==> src/rtl/seg7_pkg.sv <==
// Shared constants and helpers for the paged 7-segment display scanner.
package seg7_pkg;

  localparam int unsigned DIGITS = 4;
  localparam int unsigned PAGES  = 4;

  localparam logic [6:0] SEG_BLANK = 7'h7F;
  localparam logic [6:0] SEG_DASH  = 7'h3F;

  // Active-low {g,f,e,d,c,b,a}; A-E render as a dash, F as blank.
  function automatic logic [6:0] seg7_decode(input logic [3:0] bcd);
    logic [6:0] seg;
    case (bcd)
      4'h0:    seg = 7'h40;
      4'h1:    seg = 7'h79;
      4'h2:    seg = 7'h24;
      4'h3:    seg = 7'h30;
      4'h4:    seg = 7'h19;
      4'h5:    seg = 7'h12;
      4'h6:    seg = 7'h02;
      4'h7:    seg = 7'h78;
      4'h8:    seg = 7'h00;
      4'h9:    seg = 7'h10;
      4'hF:    seg = SEG_BLANK;
      default: seg = SEG_DASH;
    endcase
    return seg;
  endfunction

  // Nearest valid page above cur (wrapping); cur itself when no other page is valid.
  function automatic logic [1:0] next_valid_page(input logic [3:0] valid,
                                                 input logic [1:0] cur);
    logic [1:0] idx;
    logic [1:0] sel;
    sel = cur;
    for (int i = 3; i >= 1; i--) begin
      idx = cur + 2'(i);
      if (valid[idx]) sel = idx;
    end
    return sel;
  endfunction

endpackage

==> src/rtl/bcd_to_seg7.sv <==
// Combinational nibble to active-low 7-segment decoder.
module bcd_to_seg7
  import seg7_pkg::*;
(
  input  logic [3:0] i_bcd,
  output logic [6:0] o_seg_c
);

  assign o_seg_c = seg7_decode(i_bcd);

endmodule

==> src/rtl/seg7_page_scan.sv <==
// Rotates four status pages on synchronized clk7seg ticks and time-multiplexes
// the four digits with a blanking window at the start of each slot.
module seg7_page_scan
  import seg7_pkg::*;
#(
  parameter int unsigned SCAN_DIV   = 12500,
  parameter int unsigned BLANK_CYC  = 2,
  parameter int unsigned PAGE_TICKS = 3
) (
  input  logic        clk,
  input  logic        reset,
  input  logic        clk7seg,
  input  logic [63:0] page_bcd,
  input  logic [3:0]  page_valid,
  input  logic        hold,
  output logic [6:0]  seg,
  output logic [3:0]  dig_en,
  output logic [1:0]  page_idx
);

  localparam int unsigned SCAN_W = (SCAN_DIV > 1)   ? $clog2(SCAN_DIV)   : 1;
  localparam int unsigned TICK_W = (PAGE_TICKS > 1) ? $clog2(PAGE_TICKS) : 1;

  logic              r_sync1;
  logic              r_sync2;
  logic              r_prev;
  logic [1:0]        r_fill;
  logic              r_armed;
  logic [TICK_W-1:0] r_tick_cnt;
  logic [1:0]        r_page_idx;
  logic [SCAN_W-1:0] r_scan_cnt;
  logic [1:0]        r_dig_idx;
  logic [6:0]        r_seg;
  logic [3:0]        r_dig_en;

  logic              w_tick;
  logic              w_none_valid;
  logic [1:0]        w_next_page;
  logic [5:0]        w_nib_lsb;
  logic [3:0]        w_nibble;
  logic [6:0]        w_seg_dec;
  logic              w_blank;

  // A tick needs a low level seen after the pipeline filled, so a level
  // already high when reset releases never produces a tick.
  always_ff @(posedge clk or posedge reset) begin
    if (reset) begin
      r_sync1 <= 1'b0;
      r_sync2 <= 1'b0;
      r_prev  <= 1'b0;
      r_fill  <= 2'b00;
      r_armed <= 1'b0;
    end else begin
      r_sync1 <= clk7seg;
      r_sync2 <= r_sync1;
      r_prev  <= r_sync2;
      r_fill  <= {r_fill[0], 1'b1};
      r_armed <= r_armed | (r_fill[1] & ~r_sync2);
    end
  end

  assign w_tick       = r_armed & r_sync2 & ~r_prev;
  assign w_none_valid = (page_valid == 4'b0000);
  assign w_next_page  = next_valid_page(page_valid, r_page_idx);

  // Invalid-page jump takes priority over ticks and ignores hold.
  always_ff @(posedge clk or posedge reset) begin
    if (reset) begin
      r_tick_cnt <= '0;
      r_page_idx <= 2'd0;
    end else if (!w_none_valid) begin
      if (!page_valid[r_page_idx]) begin
        r_page_idx <= w_next_page;
        r_tick_cnt <= '0;
      end else if (w_tick && !hold) begin
        if (r_tick_cnt == TICK_W'(PAGE_TICKS - 1)) begin
          r_tick_cnt <= '0;
          r_page_idx <= w_next_page;
        end else begin
          r_tick_cnt <= r_tick_cnt + TICK_W'(1);
        end
      end
    end
  end

  always_ff @(posedge clk or posedge reset) begin
    if (reset) begin
      r_scan_cnt <= '0;
      r_dig_idx  <= 2'd0;
    end else if (r_scan_cnt == SCAN_W'(SCAN_DIV - 1)) begin
      r_scan_cnt <= '0;
      r_dig_idx  <= r_dig_idx + 2'd1;
    end else begin
      r_scan_cnt <= r_scan_cnt + SCAN_W'(1);
    end
  end

  assign w_nib_lsb = {r_page_idx, r_dig_idx, 2'b00};
  assign w_nibble  = page_bcd[w_nib_lsb +: 4];
  assign w_blank   = (r_scan_cnt < SCAN_W'(BLANK_CYC)) || w_none_valid;

  bcd_to_seg7 u_dec (
    .i_bcd   (w_nibble),
    .o_seg_c (w_seg_dec)
  );

  always_ff @(posedge clk or posedge reset) begin
    if (reset) begin
      r_seg    <= SEG_BLANK;
      r_dig_en <= 4'b1111;
    end else if (w_blank) begin
      r_seg    <= SEG_BLANK;
      r_dig_en <= 4'b1111;
    end else begin
      r_seg    <= w_seg_dec;
      r_dig_en <= ~(4'b0001 << r_dig_idx);
    end
  end

  assign seg      = r_seg;
  assign dig_en   = r_dig_en;
  assign page_idx = r_page_idx;

endmodule

==> config.mk <==
export PLATFORM = sky130hd
export DESIGN_NAME = seg7_page_scan
export DESIGN_NICKNAME = d
export VERILOG_FILES = /design/src/rtl/seg7_pkg.sv /design/src/rtl/bcd_to_seg7.sv /design/src/rtl/seg7_page_scan.sv
export SDC_FILE = /design/constraint.sdc
export NUM_CORES = 1
export LEC_CHECK = 0
export ABC_AREA = 1
export BUFFER_PORTS_ARGS = -buffer_cell sky130_fd_sc_hd__buf_2
export CAP_MARGIN = 25
export CELL_PAD_IN_SITES_DETAIL_PLACEMENT = 0
export CELL_PAD_IN_SITES_GLOBAL_PLACEMENT = 1
export CORE_MARGIN = 2
export CORE_UTILIZATION = 35
export CTS_CLUSTER_DIAMETER = 80
export CTS_CLUSTER_SIZE = 10
export DETAILED_ROUTE_END_ITERATION = 6
export PLACE_DENSITY = 0.83
export SYNTH_ARGS = -nofsm -noshare
export SYNTH_HDL_FRONTEND = slang
export SYNTH_HIERARCHICAL = 1
export SYNTH_SLANG_ARGS = --single-unit
==> constraint.sdc <==
create_clock -name clk -period 2.2 [get_ports clk]
set_input_delay 0.22 -clock clk [delete_from_list [all_inputs] [get_ports clk]]
set_output_delay 0.22 -clock clk [all_outputs]
set_load 0.02 [all_outputs]
==> flow_summary.yaml, run 1 <==
die:
  die_area_mm2: 0.00821
  fp.dieH_um: 90.6
  initial_utilization_pct: 36.2
  io_pins: 85
  die_x_um: 90.6
  coreArea_mm2: 0.00725
  rows: 31
detailed_routing:
  route.detailed.drc: 0
  drtAntennaViolNets: 0
  num_vias: 2638
  viasPerCell: 4.61
  drt_iter0_drc: 93
  wire_per_inst_um: 11.4
  routed_wl_mm: 6.52
  drt_first_pass_iters: 4
setup_path:
  cp.required_ns: 2.44
  rr_worst_depth: 12
  crit_chain: "inv_2, o21ai_0, o22ai_1, nand2_1, nand4_1, inv_1, ha_1, nand2_1, nand3_1, nand2_1, inv_1, nand2_1"
  start_kind: "flip-flop"
  r2r_start: "r_dig_idx[0]"
  r2r-end: "seg[3]"
  arrival_ns: 2.32
  critPathCaptureType: "flip-flop"
  critPathMostFrequentCell: "nand2_1"
  crit_path_max_incr_delay_ns: 0.40
  cpMaxStageDelayCell: "dfrtp_1"
  reg2reg_slack_ns: 0.12
  critical_path_class: "flip-flop to flip-flop"
  worstPathMaxFanout: 29
cts:
  post_cts_buffers: 0
  cts_tree: "built"
  clk_latency_ns: 0.29
  clkSinkCount: 37
  clkTransAtPathRegs_ns: 0.08
  cts_root_buffer: "clkbuf_8"
  numCtsBuffers: 5
  cts_buffer_depth: 2
  cts_max_level: 2
placement:
  postPlaceCellArea_mm2: 0.00317
  gp_congestion: 0.837
  pre_cts_ws_ns: 0.170
  portBuffers: 84
  dp_hpwl_mm: 5.18
hold_path:
  whs_endpoint: "r_sync1"
  hp-start: "clk7seg"
  hp-class: "input port to flip-flop"
  hold_depth: 1
grt:
  first_global_vias: 2536
  grt_first_pass_wirelength_mm: 11.3
  grt_use_total_pct: 16.3
  grt_overflow: 0
  antenna_found_initial: 0
  grt_max_degree: 35
flow_run:
  max_cap_violations: 0
logic_synthesis:
  synth-seq-cells: 37
  yosysUniqueCellTypes: 34
  synth_edf_count: 0
  netlist_area_mm2: 0.00263
  syn_avg_cell_area_um2: 6.88
  yosysWarnings: 6
  synth_nets: 464
  async_flop_share_pct: 100
  yosysSeqAreaShare_pct: 35.8
  ys.flop_type: "dfrtp_1"
  synth_cells: 382
power_and_ir_drop:
  leakage_nw: 1.79
  power_mw: 2.85
  seqPwrFrac_pct: 31.6
  p_sw_mw: 1.27
  p_int_mw: 1.58
  pwr-share-comb_pct: 51.8
  vdd_drop_max_uv: 323
  power.density_mw_per_mm2: 870
  netSwitchingFraction_pct: 44.7
  power.clock.fraction_pct: 16.6
timing:
  fin_ws_ns: 0.120
  fin_skew_ns: 0.0111
  setup_viol: 0
  max_clock_freq_mhz: 481
  fin_crit_sh_pct: 94.5
  hold_viol: 0
  drv_slew: 0
  rsz0062_at_grt: "yes"
  whs_ns: 0.0512
  final.min_clock_period_ns: 2.08
  setup-tns-final_ns: 0
cells_and_area:
  drive_gt1_share_pct: 29.6
  final_cell_mix: "nand2_1 (104), buf_2 (84), nor2_1 (53), inv_1 (42), o21ai_0 (35)"
  diodes: 0
  fin_nets: 554
  design_area_mm2: 0.00327
  syn2layout_area_growth_pct: 24.7
  mostFrequentLayoutCell: "nand2_1"
outcome:
  outcome: "finished clean"
## metal layers
layer / routed length, um / GRT usage (%)
met4: 4 / 2.31
met5: 0 / 0
met3: 359 / 3.01
met1: 3230 / 22.9
met2: 2930 / 26.7
## worst max-delay path by stage
stage / endpoint / startpoint / cells past startpoint / slack (ns)
finish: seg[3] / r_dig_idx[0] / 12 / 0.12
detailed placement: seg[3] / r_dig_idx[0] / 12 / 0.17
CTS: seg[3] / r_dig_idx[0] / 12 / 0.15
global placement: seg[3] / r_dig_idx[1] / 12 / 0.24
global route: seg[2] / r_dig_idx[0] / 11 / -0.01
floorplan: seg[3] / r_dig_idx[1] / 13 / 0.35
## critical path: cells and delay by family, from the launching register on
kind	cells	cell delay, ns
fa+ha+maj	1	0.30
flops	1	0.40
compound gates	2	0.31
buf+inv	3	0.49
simple gates	6	0.53
## through the flow
stage / util (%) / instances
3_5_place_dp: 43.8 / 563
6_report: 45.1 / 572
5_1_grt: 45.1 / 572
3_3_place_gp: 43.8 / 563
4_1_cts: 45.1 / 572
2_1_floorplan: - / 382
## registers in the layout, indices dropped and copies added, names as in the netlist
register,cells
dig_en,4
r_armed,1
r_sync1,1
r_sync2,1
page_idx,2
r_dig_idx,2
r_tick_cnt,2
r_scan_cnt,14
seg,7
r_prev,1
r_fill,2
## Yosys cell counts (2+ instances only)
cell      count  area share (%)
o21ai_1       4            0.76
inv_1        43             6.1
nand2_2       6             1.4
inv_2         6            0.86
nor2_2        6             1.4
a21oi_1       2            0.38
xor2_1        7             2.3
nand3_1      17             3.2
ha_1         10             4.8
buf_2         5            0.95
clkbuf_1      2            0.29
nand4_1       5             1.2
dfstp_2      11              11
dfrtp_1      26              25
nor3_1        7             1.3
o21ai_0      35             6.7
o22ai_1      16             3.8
nand3_2       2            0.76
nor2_1       53             7.6
nand2_1     104              15
nand2_4       2            0.86
## power by group through the flow
stage / clock [mW] / sequential, mW / combinational [mW]
floorplan: 0 / 1.02 / 1.03
global placement: 0 / 0.911 / 1.48
detailed placement: 0 / 0.913 / 1.48
CTS: 0.494 / 0.901 / 1.49
global route: 0.520 / 0.917 / 1.71
finish: 0.474 / 0.899 / 1.48
## cell families after synthesis
| kind of cell | synth area share [%] |
|---|---|
| xor gates and xnor gates | 2.33 |
| AOI/OAI and AO/OA | 13.0 |
| DFF | 35.8 |
| buffers and inverters | 9.15 |
| other | 0.143 |
| and+or+nand+nor | 34.9 |
| adders and majority gates | 4.76 |
## final cells by class
class / instances / area (um2)
inverter: 49 / 188
multi-input combinational: 286 / 1450
clock inverter: 3 / 17.5
clock buffer: 5 / 68.8
sequential: 37 / 940
timing repair buffer: 93 / 490
tap: 99 / 124
fill: 780 / 3980
## what timing repair did
| action | in CTS | in global routing |
|---|---|---|
| hold buffers | 1 | 0 |
| endpoints found under the setup margin | 0 | 6 |
| gates resized for setup | 0 | 1 |
| hold endpoints to repair | 6 | 0 |
Note: power is estimated with default switching activity, not from simulation.
==> inputs of run 2 (changes only) <==
SYNTH_HIERARCHICAL = default   (was 1)
==> flow_summary.yaml, run 2 <==
timing:
  drv_slew: 0
  fin_skew_ns: 0.00869
  fin_crit_sh_pct: 87.8
  whs_ns: 0.0103
  setup_viol: 0
  hold_viol: 0
  setup-tns-final_ns: 0
  rsz0062_at_grt: "no"
  final.min_clock_period_ns: 1.93
  max_clock_freq_mhz: 518
detailed_routing:
  routed_wl_mm: 6.63
  drtAntennaViolNets: 0
  route.detailed.drc: 0
  num_vias: 2707
  drt_first_pass_iters: 4
  wire_per_inst_um: 11.0
  drt_iter0_drc: 126
  viasPerCell: 4.47
power_and_ir_drop:
  p_int_mw: 1.64
  p_sw_mw: 1.20
  pwr-share-comb_pct: 46.9
  leakage_nw: 1.94
  netSwitchingFraction_pct: 42.2
  power.clock.fraction_pct: 21.1
  seqPwrFrac_pct: 32.0
  vdd_drop_max_uv: 566
  power.density_mw_per_mm2: 853
logic_synthesis:
  synth_nets: 500
  netlist_area_mm2: 0.00272
  synth.most_common_cell: "nand2_1"
  yosysSeqAreaShare_pct: 34.5
  yosys.area.top_type: "dfrtp_1"
  yosysWarnings: 0
  synth_edf_count: 0
  synth_common_cells: "nand2_1 (139), inv_1 (77), nor2_1 (41)"
  async_flop_share_pct: 100
  synth_cells: 418
  syn_avg_cell_area_um2: 6.52
  ys.flop_type: "dfrtp_1"
  synth-seq-cells: 37
  yosysUniqueCellTypes: 32
  synth_top_area_share_pct: 23.9
  synth_area_leaders: "dfrtp_1 (24%), nand2_1 (19%), dfstp_2 (11%), inv_1 (11%), nor2_1 (5.6%)"
die:
  io_pins: 85
  coreArea_mm2: 0.00765
  rows: 32
  die_area_mm2: 0.00850
  fp.dieH_um: 92.2
  initial_utilization_pct: 35.6
  die_x_um: 92.2
setup_path:
  worstPathMaxFanout: 7
  arrival_ns: 2.14
  critPathCaptureType: "flip-flop"
  critical_path_class: "flip-flop to flip-flop"
  cp.required_ns: 2.41
  start_kind: "flip-flop"
cells_and_area:
  syn2layout_area_growth_pct: 22.2
  drive_gt1_share_pct: 24.1
  largest_reg_flops: 14
  fin_nets: 584
  final_cell_mix: "nand2_1 (139), buf_2 (84), inv_1 (77), nor2_1 (41), nand3_1 (29)"
  largest-register: "r_scan_cnt"
  diodes: 0
  mostFrequentLayoutCell: "nand2_1"
flow_run:
  max_cap_violations: 0
grt:
  antenna_found_initial: 0
  grt_overflow: 0
  grt_first_pass_wirelength_mm: 11.4
  grt_max_degree: 38
  grt_use_total_pct: 16.2
  first_global_vias: 2532
outcome:
  outcome: "finished clean"
cts:
  clkTransAtPathRegs_ns: 0.08
  cts_hold_buf: 0
  numCtsBuffers: 5
  cts_tree: "built"
  clkSinkCount: 37
  post_cts_buffers: 0
  cts_buffer_depth: 2
  cts_root_buffer: "clkbuf_8"
  clk_latency_ns: 0.29
  cts_max_level: 2
  cts_resized: 0
hold_path:
  hp-class: "input port to asynchronous set/reset pin"
placement:
  dp_hpwl_mm: 5.09
  gp_congestion: 0.783
  portBuffers: 84
## run 2: cell families (layout without fill, tap and decap cells)
group | count (synthesis) | count (layout) | synth area share (%)
simple gates | 231 | 231 | 35.3
buf+inv | 91 | 176 | 15.1
compound gates | 45 | 45 | 9.37
flops | 37 | 37 | 34.5
fa+ha+maj | 10 | 10 | 4.59
xor+xnor | 3 | 3 | 0.965
other cells | 1 | 1 | 0.138
## run 2: worst paths after layout
kind	start	to	slack (ns)	cells past startpoint
max	r_dig_idx[0]	seg[0]	0.27	14
min reg2reg	r_sync1	r_sync2	0.36	0
max in group asynchronous	reset	dig_en[1]	1.82	3
max reg2reg	r_dig_idx[0]	seg[0]	0.27	14
min	reset	r_sync1	0.01	3
min in group clk	clk7seg	r_sync1	0.03	1
## run 2: final cells by class
cell class / instances / area (um2)
Sequential cell: 37 / 940
Tap cell: 102 / 128
Timing Repair Buffer: 88 / 463
Clock inverter: 3 / 46.3
Clock buffer: 5 / 68.8
Inverter: 80 / 310
Multi-Input combinational cell: 290 / 1370
Fill cell: 812 / 4320
## run 2: through the flow
stage          cell area [um2]  worst slack, ns  power (mW)  cells  utilization (%)
2_1_floorplan             2720            0.438        1.91    418                -
3_3_place_gp              3210            0.337        2.26    597             42.0
3_5_place_dp              3210            0.282        2.26    597             42.0
4_1_cts                   3330            0.236        2.88    605             43.5
5_1_grt                   3330           0.0453        3.11    605             43.5
6_report                  3330            0.268        2.84    605             43.5
## run 2: worst max-delay path, cell delays in order, from the launching register on
cell	delay, ns
dfrtp_1	0.48
buf_4	0.21
nor2_1	0.10
nor2_1	0.04
o21ai_0	0.07
nand2_1	0.08
nand2_1	0.06
nand2_1	0.06
nor2_2	0.22
inv_1	0.09
ha_1	0.18
inv_1	0.05
nand2_1	0.06
nand3_1	0.09
nand2_1	0.06
## run 2: layer usage
metal  global-route usage (%)  part of all wire (%)  up-vias
li1                         -                     -     1437
met1                     21.8                    48     1178
met2                     27.0                    44       85
met3                     3.20                   6.2        7
met4                     3.48                  0.89        0
met5                        0                     0        -
## run 2: power by group through the flow
| stage | clock network (mW) | logic (mW) | registers (mW) |
|---|---|---|---|
| 2_1_floorplan | 0 | 0.901 | 1.01 |
| 3_3_place_gp | 0 | 1.33 | 0.925 |
| 3_5_place_dp | 0 | 1.34 | 0.917 |
| 4_1_cts | 0.616 | 1.35 | 0.910 |
| 5_1_grt | 0.640 | 1.54 | 0.927 |
| 6_report | 0.598 | 1.33 | 0.908 |
